==> src/rtl/edge_hysteresis_pkg.sv <==
// Shared types and helpers for the Canny hysteresis edge tracker.
package edge_hysteresis_pkg;

  typedef logic [1:0] strength_t;

  localparam strength_t STR_NONE   = 2'b00;
  localparam strength_t STR_WEAK   = 2'b01;
  localparam strength_t STR_STRONG = 2'b10;

  typedef enum logic {
    ST_RUN   = 1'b0,
    ST_FLUSH = 1'b1
  } hyst_state_t;

  // 2'b11 is not a legal class upstream, so it is folded into strong
  function automatic logic is_strong(input strength_t s);
    return s[1];
  endfunction

  function automatic logic is_weak(input strength_t s);
    return (s == STR_WEAK);
  endfunction

endpackage

==> src/rtl/strength_line_buffer.sv <==
// Fixed-depth shift line buffer of 2-bit strengths; contents are never cleared.
module strength_line_buffer
  import edge_hysteresis_pkg::*;
#(
  parameter int DEPTH = 640
) (
  input  logic       clk,
  input  logic       shift_en,
  input  logic [1:0] din,
  output logic [1:0] tap0,
  output logic [1:0] tap1,
  output logic [1:0] dout
);

  strength_t mem_r [DEPTH];

  // Shift chain: stage 0 takes the newest sample, last stage is the oldest
  always_ff @(posedge clk) begin
    if (shift_en) begin
      mem_r[0] <= din;
      for (int i = 1; i < DEPTH; i++) begin
        mem_r[i] <= mem_r[i-1];
      end
    end
  end

  assign tap0 = mem_r[0];
  assign tap1 = mem_r[1];
  assign dout = mem_r[DEPTH-1];

endmodule

==> src/rtl/edge_hysteresis.sv <==
// Streaming hysteresis: keeps strong pixels and weak pixels with a strong 8-neighbour.
module edge_hysteresis
  import edge_hysteresis_pkg::*;
#(
  parameter int IMG_WIDTH  = 640,
  parameter int IMG_HEIGHT = 480
) (
  input  logic       clk,
  input  logic       rst_n,
  input  logic [1:0] strength,
  input  logic       str_valid,
  output logic       edge_flag,
  output logic       edge_valid,
  output logic       frame_done,
  output logic       frame_err
);

  localparam int COL_W = $clog2(IMG_WIDTH);
  localparam int ROW_W = $clog2(IMG_HEIGHT);
  localparam int CNT_W = $clog2(IMG_WIDTH + 2);

  localparam logic [COL_W-1:0] COL_ZERO   = COL_W'(0);
  localparam logic [COL_W-1:0] COL_ONE    = COL_W'(1);
  localparam logic [COL_W-1:0] COL_LAST   = COL_W'(IMG_WIDTH - 1);
  localparam logic [ROW_W-1:0] ROW_ZERO   = ROW_W'(0);
  localparam logic [ROW_W-1:0] ROW_ONE    = ROW_W'(1);
  localparam logic [ROW_W-1:0] ROW_LAST   = ROW_W'(IMG_HEIGHT - 1);
  localparam logic [CNT_W-1:0] CNT_ZERO   = CNT_W'(0);
  localparam logic [CNT_W-1:0] CNT_ONE    = CNT_W'(1);
  localparam logic [CNT_W-1:0] FILL_FULL  = CNT_W'(IMG_WIDTH + 1);
  localparam logic [CNT_W-1:0] FLUSH_LAST = CNT_W'(IMG_WIDTH);

  hyst_state_t      state_r, state_s;
  logic [COL_W-1:0] in_col_r, out_col_r;
  logic [ROW_W-1:0] in_row_r, out_row_r;
  logic [CNT_W-1:0] fill_r, flush_r;
  logic             shift_s, emit_s, err_set_s, in_last_s, out_last_s;
  strength_t        din_s;

  strength_t lb_lo_tap0_s, lb_lo_tap1_s, lb_lo_out_s;
  strength_t lb_hi_tap0_s, lb_hi_tap1_s, lb_hi_out_s;
  strength_t top_c_r, top_l_r;
  logic      up_ok_s, dn_ok_s, lf_ok_s, rt_ok_s, nb_strong_s, edge_s;

  logic edge_r, edge_valid_r, frame_done_r, frame_err_r;

  assign in_last_s  = (in_col_r == COL_LAST) && (in_row_r == ROW_LAST);
  assign out_last_s = (out_col_r == COL_LAST) && (out_row_r == ROW_LAST);

  // Next-state and shift/emit control
  always_comb begin
    state_s   = state_r;
    shift_s   = 1'b0;
    emit_s    = 1'b0;
    err_set_s = 1'b0;
    din_s     = STR_NONE;
    case (state_r)
      ST_RUN: begin
        if (str_valid) begin
          shift_s = 1'b1;
          din_s   = strength;
          emit_s  = (fill_r == FILL_FULL);
          state_s = in_last_s ? ST_FLUSH : ST_RUN;
        end else begin
          state_s = ST_RUN;
        end
      end
      ST_FLUSH: begin
        shift_s   = 1'b1;
        emit_s    = 1'b1;
        err_set_s = str_valid;
        state_s   = (flush_r == FLUSH_LAST) ? ST_RUN : ST_FLUSH;
      end
      default: begin
        state_s = ST_RUN;
      end
    endcase
  end

  // FSM state register
  always_ff @(posedge clk or negedge rst_n) begin
    if (!rst_n) state_r <= ST_RUN;
    else        state_r <= state_s;
  end

  // Input position, fill level and flush progress
  always_ff @(posedge clk or negedge rst_n) begin
    if (!rst_n) begin
      in_col_r <= COL_ZERO;
      in_row_r <= ROW_ZERO;
      fill_r   <= CNT_ZERO;
      flush_r  <= CNT_ZERO;
    end else begin
      if ((state_r == ST_RUN) && str_valid) begin
        if (in_col_r == COL_LAST) begin
          in_col_r <= COL_ZERO;
          in_row_r <= (in_row_r == ROW_LAST) ? ROW_ZERO : in_row_r + ROW_ONE;
        end else begin
          in_col_r <= in_col_r + COL_ONE;
        end
        if (in_last_s)               fill_r <= CNT_ZERO;
        else if (fill_r != FILL_FULL) fill_r <= fill_r + CNT_ONE;
      end
      if (state_r == ST_FLUSH) begin
        flush_r <= (flush_r == FLUSH_LAST) ? CNT_ZERO : flush_r + CNT_ONE;
      end
    end
  end

  // Output position tracks the pixel whose decision is being registered
  always_ff @(posedge clk or negedge rst_n) begin
    if (!rst_n) begin
      out_col_r <= COL_ZERO;
      out_row_r <= ROW_ZERO;
    end else if (emit_s) begin
      if (out_col_r == COL_LAST) begin
        out_col_r <= COL_ZERO;
        out_row_r <= (out_row_r == ROW_LAST) ? ROW_ZERO : out_row_r + ROW_ONE;
      end else begin
        out_col_r <= out_col_r + COL_ONE;
      end
    end
  end

  strength_line_buffer #(.DEPTH(IMG_WIDTH)) u_lb_lo (
    .clk      (clk),
    .shift_en (shift_s),
    .din      (din_s),
    .tap0     (lb_lo_tap0_s),
    .tap1     (lb_lo_tap1_s),
    .dout     (lb_lo_out_s)
  );

  strength_line_buffer #(.DEPTH(IMG_WIDTH)) u_lb_hi (
    .clk      (clk),
    .shift_en (shift_s),
    .din      (lb_lo_out_s),
    .tap0     (lb_hi_tap0_s),
    .tap1     (lb_hi_tap1_s),
    .dout     (lb_hi_out_s)
  );

  // Top-row taps extend the delay line past the second line buffer
  always_ff @(posedge clk) begin
    if (shift_s) begin
      top_c_r <= lb_hi_out_s;
      top_l_r <= top_c_r;
    end
  end

  // Decision looks at the window as it will be after this shift, so the
  // registered result lands one cycle after the pixel that completes it
  always_comb begin
    up_ok_s     = (out_row_r != ROW_ZERO);
    dn_ok_s     = (out_row_r != ROW_LAST);
    lf_ok_s     = (out_col_r != COL_ZERO);
    rt_ok_s     = (out_col_r != COL_LAST);
    nb_strong_s = (up_ok_s & ((lf_ok_s & is_strong(top_l_r)) | is_strong(top_c_r)
                              | (rt_ok_s & is_strong(lb_hi_out_s))))
                | (lf_ok_s & is_strong(lb_hi_tap1_s))
                | (rt_ok_s & is_strong(lb_lo_out_s))
                | (dn_ok_s & ((lf_ok_s & is_strong(lb_lo_tap1_s)) | is_strong(lb_lo_tap0_s)
                              | (rt_ok_s & is_strong(din_s))));
    edge_s      = is_strong(lb_hi_tap0_s) | (is_weak(lb_hi_tap0_s) & nb_strong_s);
  end

  // Registered outputs and sticky error
  always_ff @(posedge clk or negedge rst_n) begin
    if (!rst_n) begin
      edge_r       <= 1'b0;
      edge_valid_r <= 1'b0;
      frame_done_r <= 1'b0;
      frame_err_r  <= 1'b0;
    end else begin
      edge_r       <= emit_s & edge_s;
      edge_valid_r <= emit_s;
      frame_done_r <= emit_s & out_last_s;
      frame_err_r  <= frame_err_r | err_set_s;
    end
  end

  assign edge_flag  = edge_r;
  assign edge_valid = edge_valid_r;
  assign frame_done = frame_done_r;
  assign frame_err  = frame_err_r;

endmodule
==> config.mk <==
export PLATFORM = sky130hd
export DESIGN_NAME = edge_hysteresis
export DESIGN_NICKNAME = d
export VERILOG_FILES = /design/src/rtl/edge_hysteresis_pkg.sv /design/src/rtl/strength_line_buffer.sv /design/src/rtl/edge_hysteresis.sv
export SDC_FILE = /design/constraint.sdc
export NUM_CORES = 1
export LEC_CHECK = 0
export ABC_CLOCK_PERIOD_IN_PS = 30200
export BUFFER_PORTS_ARGS = -buffer_cell sky130_fd_sc_hd__buf_2
export CAP_MARGIN = 20
export CORE_MARGIN = 8
export CORE_UTILIZATION = 45
export DETAILED_ROUTE_END_ITERATION = 6
export PLACE_DENSITY = 0.7
export SLEW_MARGIN = 20
export SYNTH_ARGS = -nofsm -noshare
export SYNTH_HDL_FRONTEND = slang
export SYNTH_SLANG_ARGS = --single-unit
==> constraint.sdc <==
create_clock -name clk -period 30.2 [get_ports clk]
set_input_delay 6.04 -clock clk [delete_from_list [all_inputs] [get_ports clk]]
set_output_delay 6.04 -clock clk [all_outputs]
set_load 0.005 [all_outputs]
==> results.txt <==
ANT nets after route - 0
Mapped Area - 0.06116 mm²
Slew @ Worst Pin - 1169 ps
worst-case clock skew - 19.08 ps
row cnt - 135
Vias/cell - 4.798
area of placed instances - 0.06353 mm²
GRT Total Usage - 0.1054
worst-case reg-to-reg path depth - 6
most frequent cells after synthesis - 1923 x edfxtp_1, 63 x dfrtp_1, 27 x nand2_1, 18 x nand3_1
number of remaining DRC errors - 0
Sinks on Clock Net - 1986
Crit path arrival time - 11200 ps
placer congestion estimate - 0.7448
# fillers - 9918
first-pass GRT wire length - 123300 µm
Worst VDD drop - 0.00005741 V
core area - 0.1351 mm²
Die X - 384.7 µm
critical path type - in2reg
CTS tree - yes
maximum clock insertion buffer count - 3
top_reg_cell synth - edfxtp_1
First DRT Iteration DRCs - 1854
H-tree levels - 4
Max-Slew Margin vs Limit - 0.2209
Synth cell types - 53
pin count of the biggest net entering global routing - 217
Synth area leader - edfxtp_1
total power - 5.504 mW
Pre-Repair DR Iteration Count - 5
synthesis-stage register bit count - 1986
Max FO, Critical Path - 216
Setup Buffers After CTS - 0
number of flops mapped to enable cells by yosys - 1923
share of cells above drive strength 1 - 0.1232
total grt overflow - 0
Hold Path Class - reg2reg
worst hold path depth - 0
status - complete, no violations
leakage power - 25.13 nW
worst-skew pair later-pin latency - 770 ps
CTS Buf Count - 181
post-route cell area - 0.06967 mm²
fin nets - 2476
setup TNS - 0 ps
number of diodes - 0
area grow syn2layout - 13.93%
Die Footprint - 0.1480 mm²
synth warn - 0
initial antenna violation count - 1
Syn Nets - 2273
Synth area leaders - edfxtp_1 94%, dfrtp_1 2.6%, xnor2_1 0.21%
Ports - 9
crit path capture type - register
most common cell in the synthesized netlist - edfxtp_1
multi-input gate area in the final layout - 0.001710 mm²
Max-cap violations - 0
cts hold-fix bufs - 0
final hold violations - 0
vias in the first global route - 21095
PortBufs - 8
RSZ-0062 raised after global routing - false
register area - 0.05932 mm²
final core occ - 0.5156
Worst EP required - 30590 ps
ys async rst share - 0.03172
post-synth top area share - 0.9442
wire per inst - 17.64 µm
root buffer cell - clkbuf_16
Syn Inst Count - 2258
Syn Area/Cell - 27.08 µm²
starting density of the core - 0.4526
fmax - 0.09252 GHz
post-route minimum period - 10810 ps
die height - 384.7 µm
startpoint types - input pin
PD cells - 79.00 mW/mm²
Resized cells post-CTS - 0
register area share after synthesis - 0.9700
clk slew on worst S/H paths - 60 ps
Max Transition Viols Final - 0
via count - 21088
Tcrit/Tclk final - 0.3579
DP HPWL - 30370 µm
Routed WL - 77520 µm
final setup vio count - 0
==> state kept, by name (all words and copies together), names as in the netlist, 9 cells and up <==
register	cells
out_col_r	10
out_row_r	9
u_lb_hi.mem_r	641
in_col_r	10
flush_r	10
in_row_r	9
fill_r	10
u_lb_lo.mem_r	1280
==> cells by family (layout without fill, tap and decap cells) <==
logic type      after synthesis  count (layout)  share of synthesized area
simple gates                141             141                    0.01424
xor+xnor                     25              25                   0.003580
flops                      1986            1986                     0.9700
fa+ha+maj                    10              10                   0.002046
mux                          10              10                   0.001739
compound gates               59              59                   0.006322
buf+inv                      27             383                   0.002066
==> layout make-up <==
class / count / area share
clock inverter: 118 / 0.01807
tap: 1781 / 0.03198
sequential: 1986 / 0.8514
timing repair buffer: 32 / 0.004184
multi-input combinational: 245 / 0.02455
clock buffer: 218 / 0.06898
inverter: 15 / 0.0008081
==> stage by stage <==
| step | instances | setup WS [ps] | hold WS (ps) |
|---|---|---|---|
| detailed placement | 4056 | 18060 | 404.5 |
| global placement | 4056 | 18460 | 400.9 |
| global route | 4395 | 19090 | 398.7 |
| finish | 4395 | 19390 | 400.4 |
| CTS | 4392 | 18950 | 399.6 |
| floorplan | 2258 | 9785 | 400.3 |
==> power breakdown <==
| group | switching [mW] | leakage (nW) | internal, mW |
|---|---|---|---|
| combinational | 0.00256 | 0.834 | 0.00107 |
| sequential | 0.0470 | 21.3 | 3.15 |
| clock | 0.964 | 2.96 | 1.34 |
| total | 1.01 | 25.1 | 4.49 |
==> routing by layer <==
layer	routed length [µm]	global-route usage
met1	38160	0.1597
met4	1806	0.03942
met2	34270	0.1489
met3	3286	0.02523
met5	0	0
==> cell usage in the layout (no fill, tap or decap), types with 15 or more instances in the layout <==
cell | netlist | final
edfxtp_1 | 1923 | 1923
clkbuf_16 | 0 | 187
dfrtp_1 | 63 | 63
clkinv_2 | 0 | 39
clkinv_1 | 0 | 32
clkbuf_1 | 4 | 30
nand2_1 | 27 | 27
bufinv_16 | 0 | 24
nand3_1 | 18 | 18
buf_4 | 1 | 16
inv_1 | 15 | 15
nor2_1 | 15 | 15
xnor2_1 | 15 | 15
==> critical path: stages <==
cell    delay, ps
buf_2         160
or2_4         460
buf_4         810
buf_4         880
buf_12        690
buf_4         890
buf_4         840
==> final timing paths <==
kind | start | end | slack (ps)
max | str_valid | u_lb_lo.mem_r[3][95] | 19390
min | u_lb_lo.mem_r[1][118] | u_lb_lo.mem_r[1][120] | 400
max reg2reg | state_r | u_lb_lo.mem_r[3][95] | 24010
min reg2reg | u_lb_lo.mem_r[1][118] | u_lb_lo.mem_r[1][120] | 400
max in group asynchronous | rst_n | edge_valid | 24230
min in group asynchronous | rst_n | in_col_r[1] | 5430
(Power assumes the default switching activity.)
